[config.mk]
export PLATFORM = sky130hd
export DESIGN_NAME = seven_seg_capture
export DESIGN_NICKNAME = d
export VERILOG_FILES = /design/src/rtl/seven_seg_pkg.sv /design/src/rtl/seven_seg_glyph_lookup.sv /design/src/rtl/seven_seg_capture.sv
export SDC_FILE = /design/constraint.sdc
export NUM_CORES = 1
export LEC_CHECK = 0
export CAP_MARGIN = 25
export CORE_ASPECT_RATIO = 1.4
export CORE_UTILIZATION = 59
export DETAILED_ROUTE_END_ITERATION = 16
export GPL_TIMING_DRIVEN = 0
export PLACE_DENSITY = 0.84
export REMOVE_ABC_BUFFERS = 1
export SLEW_MARGIN = 20
export SYNTH_ARGS = -nofsm -noshare
export SYNTH_HDL_FRONTEND = slang
export SYNTH_HIERARCHICAL = 1
export SYNTH_SLANG_ARGS = --single-unit
[constraint.sdc]
create_clock -name clk -period 6 [get_ports clk]
set_input_delay 1.2 -clock clk [delete_from_list [all_inputs] [get_ports clk]]
set_output_delay 1.2 -clock clk [all_outputs]
set_load 0.005 [all_outputs]
[src/rtl/seven_seg_pkg.sv]
// Shared definitions for the seven-segment display paths: glyph encodings and
// the capture frame states.
package seven_seg_pkg;

    localparam int SEG_W    = 7;
    localparam int NIBBLE_W = 4;

    // Segment order [g f e d c b a], 1 = lit
    localparam logic [SEG_W-1:0] GLYPH_0 = 7'h3F;
    localparam logic [SEG_W-1:0] GLYPH_1 = 7'h06;
    localparam logic [SEG_W-1:0] GLYPH_2 = 7'h5B;
    localparam logic [SEG_W-1:0] GLYPH_3 = 7'h4F;
    localparam logic [SEG_W-1:0] GLYPH_4 = 7'h66;
    localparam logic [SEG_W-1:0] GLYPH_5 = 7'h6D;
    localparam logic [SEG_W-1:0] GLYPH_6 = 7'h7D;
    localparam logic [SEG_W-1:0] GLYPH_7 = 7'h07;
    localparam logic [SEG_W-1:0] GLYPH_8 = 7'h7F;
    localparam logic [SEG_W-1:0] GLYPH_9 = 7'h6F;
    localparam logic [SEG_W-1:0] GLYPH_A = 7'h77;
    localparam logic [SEG_W-1:0] GLYPH_B = 7'h7C;
    localparam logic [SEG_W-1:0] GLYPH_C = 7'h39;
    localparam logic [SEG_W-1:0] GLYPH_D = 7'h5E;
    localparam logic [SEG_W-1:0] GLYPH_E = 7'h79;
    localparam logic [SEG_W-1:0] GLYPH_F = 7'h71;

    typedef enum logic {
        S_COLLECT,
        S_REPORT
    } frame_state_t;

endpackage

[src/rtl/seven_seg_glyph_lookup.sv]
// Reverse glyph decoder: segment pattern to hex nibble, with a hit flag for
// patterns that are not one of the sixteen legal glyphs.
module seven_seg_glyph_lookup
    import seven_seg_pkg::*;
(
    input  logic [SEG_W-1:0]    i_seg,
    output logic                o_hit,
    output logic [NIBBLE_W-1:0] o_nibble
);

    always_comb begin
        o_hit    = 1'b1;
        o_nibble = '0;
        case (i_seg)
            GLYPH_0: o_nibble = 4'h0;
            GLYPH_1: o_nibble = 4'h1;
            GLYPH_2: o_nibble = 4'h2;
            GLYPH_3: o_nibble = 4'h3;
            GLYPH_4: o_nibble = 4'h4;
            GLYPH_5: o_nibble = 4'h5;
            GLYPH_6: o_nibble = 4'h6;
            GLYPH_7: o_nibble = 4'h7;
            GLYPH_8: o_nibble = 4'h8;
            GLYPH_9: o_nibble = 4'h9;
            GLYPH_A: o_nibble = 4'hA;
            GLYPH_B: o_nibble = 4'hB;
            GLYPH_C: o_nibble = 4'hC;
            GLYPH_D: o_nibble = 4'hD;
            GLYPH_E: o_nibble = 4'hE;
            GLYPH_F: o_nibble = 4'hF;
            default: o_hit    = 1'b0;
        endcase
    end

endmodule

[src/rtl/seven_seg_capture.sv]
// Multiplexed seven-segment bus receiver: debounces each digit, decodes the
// glyph and reports one assembled word (or an error mask) per complete frame.
//
// state     | meaning
// S_COLLECT | gathering digit commits until every digit has been captured
// S_REPORT  | one cycle: publish word or error mask, then clear the frame
module seven_seg_capture
    import seven_seg_pkg::*;
#(
    parameter int NUM_DIGITS = 4,
    parameter int STABLE_CNT = 3,
    parameter int CNT_W      = 2
) (
    input  logic                      clk,
    input  logic                      rst_n,
    input  logic [SEG_W-1:0]          seg_in,
    input  logic [NUM_DIGITS-1:0]     an_in,
    output logic [4*NUM_DIGITS-1:0]   value_out,
    output logic                      valid_out,
    output logic                      frame_err,
    output logic [NUM_DIGITS-1:0]     err_mask,
    output logic                      mux_err
);

    localparam logic [CNT_W-1:0] CNT_MAX = CNT_W'(STABLE_CNT);

    frame_state_t                r_state;
    frame_state_t                w_state_next;
    logic [SEG_W-1:0]            r_seg;
    logic [NUM_DIGITS-1:0]       r_an;
    logic [CNT_W-1:0]            r_cnt;
    logic [CNT_W-1:0]            w_cnt_next;
    logic [4*NUM_DIGITS-1:0]     r_slots;
    logic [NUM_DIGITS-1:0]       r_cap;
    logic [NUM_DIGITS-1:0]       r_err;
    logic [NUM_DIGITS-1:0]       w_cap_next;
    logic [NUM_DIGITS-1:0]       w_err_next;
    logic                        w_blank;
    logic                        w_multi;
    logic                        w_same;
    logic                        w_commit;
    logic                        w_hit;
    logic [NIBBLE_W-1:0]         w_nibble;
    logic                        w_report_ok;
    logic                        w_report_bad;

    seven_seg_glyph_lookup u_lookup (
        .i_seg    (seg_in),
        .o_hit    (w_hit),
        .o_nibble (w_nibble)
    );

    // r_seg/r_an hold the previous sample; the incoming sample is judged against it
    assign w_blank  = (an_in == '0);
    assign w_multi  = ((an_in & (an_in - NUM_DIGITS'(1))) != '0);
    assign w_same   = (seg_in == r_seg) && (an_in == r_an);
    assign w_commit = !w_blank && !w_multi && (w_cnt_next == CNT_MAX)
                      && (!w_same || (r_cnt != CNT_MAX));

    always_comb begin
        w_cnt_next = r_cnt;
        if (w_blank || w_multi) begin
            w_cnt_next = '0;
        end else if (!w_same) begin
            w_cnt_next = CNT_W'(1);
        end else if (r_cnt != CNT_MAX) begin
            w_cnt_next = r_cnt + CNT_W'(1);
        end
    end

    // A commit arriving during REPORT lands on the freshly cleared masks
    always_comb begin
        w_cap_next = (r_state == S_REPORT) ? '0 : r_cap;
        w_err_next = (r_state == S_REPORT) ? '0 : r_err;
        if (w_commit) begin
            w_cap_next = w_cap_next | an_in;
            if (w_hit) begin
                w_err_next = w_err_next & ~an_in;
            end else begin
                w_err_next = w_err_next | an_in;
            end
        end
    end

    always_ff @(posedge clk) begin
        if (!rst_n) begin
            r_state <= S_COLLECT;
        end else begin
            r_state <= w_state_next;
        end
    end

    always_comb begin
        w_state_next = r_state;
        case (r_state)
            S_COLLECT: if (w_commit && (&w_cap_next)) w_state_next = S_REPORT;
            S_REPORT:  w_state_next = S_COLLECT;
            default:   w_state_next = S_COLLECT;
        endcase
    end

    always_comb begin
        w_report_ok  = 1'b0;
        w_report_bad = 1'b0;
        if (r_state == S_REPORT) begin
            w_report_ok  = (r_err == '0);
            w_report_bad = (r_err != '0);
        end
    end

    always_ff @(posedge clk) begin
        if (!rst_n) begin
            r_seg     <= '0;
            r_an      <= '0;
            r_cnt     <= '0;
            r_slots   <= '0;
            r_cap     <= '0;
            r_err     <= '0;
            value_out <= '0;
            valid_out <= 1'b0;
            frame_err <= 1'b0;
            err_mask  <= '0;
            mux_err   <= 1'b0;
        end else begin
            r_seg     <= seg_in;
            r_an      <= an_in;
            r_cnt     <= w_cnt_next;
            r_cap     <= w_cap_next;
            r_err     <= w_err_next;
            valid_out <= w_report_ok;
            frame_err <= w_report_bad;
            mux_err   <= w_multi;
            for (int i = 0; i < NUM_DIGITS; i++) begin
                if (w_commit && an_in[i] && w_hit) begin
                    r_slots[4*i +: 4] <= w_nibble;
                end
            end
            if (r_state == S_REPORT) begin
                err_mask <= r_err;
            end
            if (w_report_ok) begin
                value_out <= r_slots;
            end
        end
    end

endmodule

# Word level (Yosys, flattened, before mapping)
# Index checks and enable logic that the tools add are counted.
# word_totals
regBits	61
input_bits	13
out_inout_bits	23
# op_classes
n_addsub	2
n_eq_ne	20
n_mux	13
bitwise_logic	6
n_reduce_logical	25
# op_table
cell	n
7-bit == test, second input constant	12
4-bit case mux with 15 select lines	1
4-bit two-way mux	5
16-bit OR reduction	1
7-bit by 3-bit == test with 1-bit output, second input constant	2
7-bit by 6-bit == test with 1-bit output, second input constant	2
1-bit logical AND	13
4-bit bitwise AND	2
4-bit zero test	2
4-bit OR	2
4-bit nonzero test	2
7-bit == test	1
2-bit two-way mux	3
4-bit == test	1
4-bit NOT	1
4-bit AND reduction	1
4-bit by 1-bit subtractor with 4-bit output, second input constant	1
1-bit zero test	3
1-bit two-way mux	3
2-bit by 1-bit adder with 2-bit output, second input constant	1
2-bit == test, second input constant	1
1-bit logical OR	2
2-bit inequality test, second input constant	1
1-bit case mux with 2 select lines	1
other kinds (2)	2

# Depth between registers and ports, before layout
# logic_depth
word_depth	13
depth_mapped	10

# Modules after synthesis
# The synthesis kept the hierarchy.
# by_module_without_submodules
module	n_inst	cells_per_inst	area_each_um2	seq_area_each_um2
seven_seg_capture	1	248	2423.6	1221.2
seven_seg_glyph_lookup	1	59	387.9	0.0

# Worst setup path after synthesis
# No wires, ideal clock.
# synth_timing
path_kind	input -> register
from	input port seg_in[1]
to	register r_slots[10]
arrival_time_ns	3.102
required_ns	5.880
path_slack_ns	2.778
path_stages	10
path_buffers	1
cell_sequence	buf_6 > or3b_1 > o21ai_1 > nor3b_2 > nand4b_1 > and3b_1 > nand4_1 > nor4b_4 > nand2_4 > mux2i_1
# synth_rtl
element	line_no	text
from (decl)	seven_seg_capture.sv:16	input logic [SEG_W-1:0] seg_in,
7-bit by 6-bit == test with 1-bit output (tied with other cells)	seven_seg_glyph_lookup.sv:14	case (i_seg)
16-bit OR reduction (no source line) (*)	n/a	
1-bit two-way mux (*)	seven_seg_glyph_lookup.sv:14	
net w_hit	seven_seg_capture.sv:42	logic w_hit;
1-bit logical AND (*)	seven_seg_capture.sv:134	if (w_commit && an_in[i] && w_hit) begin
to (signal, indexed assignment)	seven_seg_capture.sv:135	r_slots[4*i +: 4] <= w_nibble;
to (decl)	seven_seg_capture.sv:33	logic [4*NUM_DIGITS-1:0] r_slots;
# Mark *: on every way through the listed nets, which the timed path passes. The rest lies on a longest branch.
# A chain may end at the register's enable or synchronous reset.

# Final worst setup path
# layout_timing
from	input port seg_in[2]
to	register r_slots[9]
# The elaborated chain is that of the path after synthesis.

==> metrics.md <==
| Metric | Value |
|---|---|
| Status | finished clean |
| RSZ-0062 raised after global routing | no |
| GRT overflow | 0 |
| Vias/cell | 5.61 |
| Height of the die | between 80 and 90 um |
| Clock transition at the registers of the reported paths | 0.07 ns |
| Ys Warns | 6 |
| Vias in the first global route | ~2,100 |
| CTS tree | done |
| Max Clock Freq | between 0.2 and 0.3 GHz |
| Layout Nets | 345 |
| Max-Cap Viols | 0 |
| 1st-iter DRT viols | 87 |
| Prevailing post-synth register cell | dfxtp_1 |
| Most frequent cells in the layout | nand2_1 (64), dfxtp_1 (61), clkdlybuf4s50_1 (34) |
| R2r endpoint | value_out[10] |
| Crit Path Max Fanout | 13 |
| Sequential-to-total area share from yosys stat | 0.434 |
| Layout filler cell count | 340 |
| Syn Inst Count | about 300 |
| Slowest stage delay, CP | 0.73 ns |
| Setup Fix Bufs, Post-CTS | 0 |
| Clock latency on the worst-skew pair | 0.33 ns |
| Worst EP required | about 6.3 ns |
| HPWL after DPL | 3.53 mm |
| Root buf cell | clkbuf_8 |
| Area grow syn2layout | 18.6% |
| Critical setup path kind | primary input to flip-flop |
| Rel. slew slack | 0.571 |
| Peak VDD IR | 0.000168 V |
| Clock skew | between 0.004 and 0.005 ns |
| Detailed Route WL | 5.48 mm |
| Worst min-delay path endpoint | value_out[14] |
| Hold Crit Class | flip-flop to flip-flop |
| CP endpoint kind | flip-flop |
| Gr usage total | 0.252 |
| CP Launch Type | primary input |
| CTS Buf Count | 9 |
| Fin. Hold Viols | 0 |
| Core area | ~4600 um^2 |
| EDFF count, synth | 0 |
| Global-route wire length before repair | 9.62 mm |
| CP delay by family, top | simple AND/OR/NAND/NOR gates |
| Initial Utilization | 0.615 |
| Final worst path period need | 3.94 ns |
| Beginning of the worst register-to-register path | r_err[3] |
| CP cell instances | clkdlybuf4s50_1, inv_1, nor4_1, a31oi_1, nand4b_1, and3b_1, nand4_1, nor4b_4, nand2_4, mux2i_1 |
| Antenna viol nets, final | 0 |
| Max Root-Sink Buffers | 2 |
| Commonest non-fill, non-tap cell in the layout | nand2_1 |
| R2R setup slack | approximately 4.2 ns |
| Routed wire length per instance | 13.7 um |
| Largest net degree at the start of global routing | 55 |
| CTS resizes | 0 |
| Std-Cell Rows | 29 |
| Min-delay src | value_out[14] |
| DIE WIDTH | 60.3 um |
| Residual DRC | 0 |
| Final setup margin | between 2 and 2.5 ns |
| Placement Setup Slack | 1.84 ns |
| Final slew viol count | 0 |
| Vias | 2,238 |
| Routability Congestion | 0.831 |
| Critical Path Stages | 10 |
| Antenna diode count | 0 |
| Crit path arrival time | 4.19 ns |
| Fin crit share | 0.657 |
| Slew @ Worst Pin | 0.639 ns |
| CTS Sinks | slightly above 60 |
| Hold-fix buffers, CTS | 0 |
| PD cells | 258 nW/um^2 |
| Setup_tns | 0 ns |
| Io pins | 36 |
| Final setup vio count | 0 |
| IO buf count | 35 |
| # H-tree levels | 3 |
| Layout cells sized above 1 | 0.0920 |
| Synthesized flop and latch total | slightly above 60 |
| CP Buf/Inv Count | 2 |
| CP max-delay cell | clkdlybuf4s50_1 |
| Ranking of synthesized cells by area | dfxtp_1 (43%), mux2i_1 (8.5%), nand2_1 (8.5%), xnor2_1 (3.7%), a21boi_0 (3.5%) |
| Cell variety after synth | 50 |
| Synth area leader | dfxtp_1 |
| Die area | slightly above 5000 um^2 |
| Hold depth | 2 |
| Synthesized area per cell | 9.16 um^2 |
| Yosys top cell area share | 0.434 |
| Initial antenna violation count | 0 |
| R2R depth | 4 |
| Async SR Flop Fraction | 0 |
| Post-Syn Area | 2810 um^2 |
| Lkg Pwr | 0.00129 uW |
| First-pass DRT Iterations | 4 |
power breakdown:
group | leakage, uW | internal [uW] | total [uW] | switching [uW]
Clock | 0.000105 | 231 | 387 | 156
Combinational | 0.000686 | 27.8 | 61.7 | 33.9
Sequential | 0.000495 | 410 | 412 | 2.20
Total | 0.00129 | 669 | 861 | 192
kinds of logic after synthesis:
group	share of synthesized area
buffers and inverters	0.0530
muxes	0.0854
DFF	0.434
AOI/OAI and AO/OA	0.106
and+or+nand+nor	0.280
xor gates and xnor gates	0.0374
adders and majority gates	0.00356
state kept, by name (all words and copies together), names as in the netlist:
signal / flops
err_mask: 4
frame_err: 1
mux_err: 1
r_an: 4
r_cap: 4
r_cnt: 2
r_err: 4
r_seg: 7
r_slots: 16
r_state: 1
valid_out: 1
value_out: 16
per-stage QoR:
stage | util | hold WS, ns | area [um^2] | total power, uW | instances
2_1_floorplan | - | 0.431 | 2680 | 450 | 285
6_report | 0.729 | 0.456 | 3330 | 861 | 399
3_3_place_gp | 0.679 | 0.443 | 3110 | 480 | 382
3_5_place_dp | 0.683 | 0.449 | 3120 | 482 | 383
4_1_cts | 0.729 | 0.458 | 3330 | 866 | 399
5_1_grt | 0.729 | 0.477 | 3330 | 895 | 399
how the worst max path moves through the flow:
| stage | slack (ns) | endpoint | from |
|---|---|---|---|
| after floorplan | 2.86 | r_slots[0] | seg_in[0] |
| after detailed placement | 1.84 | r_slots[6] | seg_in[4] |
| final | 2.06 | r_slots[9] | seg_in[2] |
| after CTS | 2.09 | r_slots[9] | seg_in[4] |
| after global placement | 1.86 | r_slots[0] | seg_in[4] |
| after global routing | 1.80 | r_slots[9] | seg_in[2] |
layer usage:
layer  track usage  wire length, um  vias to the layer above
li1              -                -                     1104
met1         0.298             2310                     1071
met2         0.416             2910                       57
met3        0.0682              199                        6
met4         0.101               51                        0
met5             0                0                        -
synthesized netlist by cell type (all sizes together) (5+ instances only):
master	instances
o21ai	7
nor2	8
mux2i	24
buf	12
clkbuf	10
dfxtp	61
xnor2	12
nand3	9
nand2b	5
and2	12
nand2	68
a21oi	5
a21boi	20
nand4	7
cell type report:
| cell class | instances | area (um^2) | share of cell area |
|---|---|---|---|
| multi-input cells | 220 | 1440 | 0.432 |
| flip-flops and latches | 61 | 1220 | 0.366 |
| repair buffers | 36 | 365 | 0.110 |
| clock buffers | 9 | 124 | 0.0371 |
| clock inverters | 7 | 90.1 | 0.0270 |
| well taps | 62 | 77.6 | 0.0233 |
| inverters | 4 | 15.0 | 0.00450 |
worst register-to-register path: stages (launching register included):
cell	delay (ns)
dfxtp_1	0.33
nor4_1	0.51
and2_1	0.59
nand2_1	0.12
a21boi_0	0.20
Note: power is estimated with default switching activity, not from simulation.
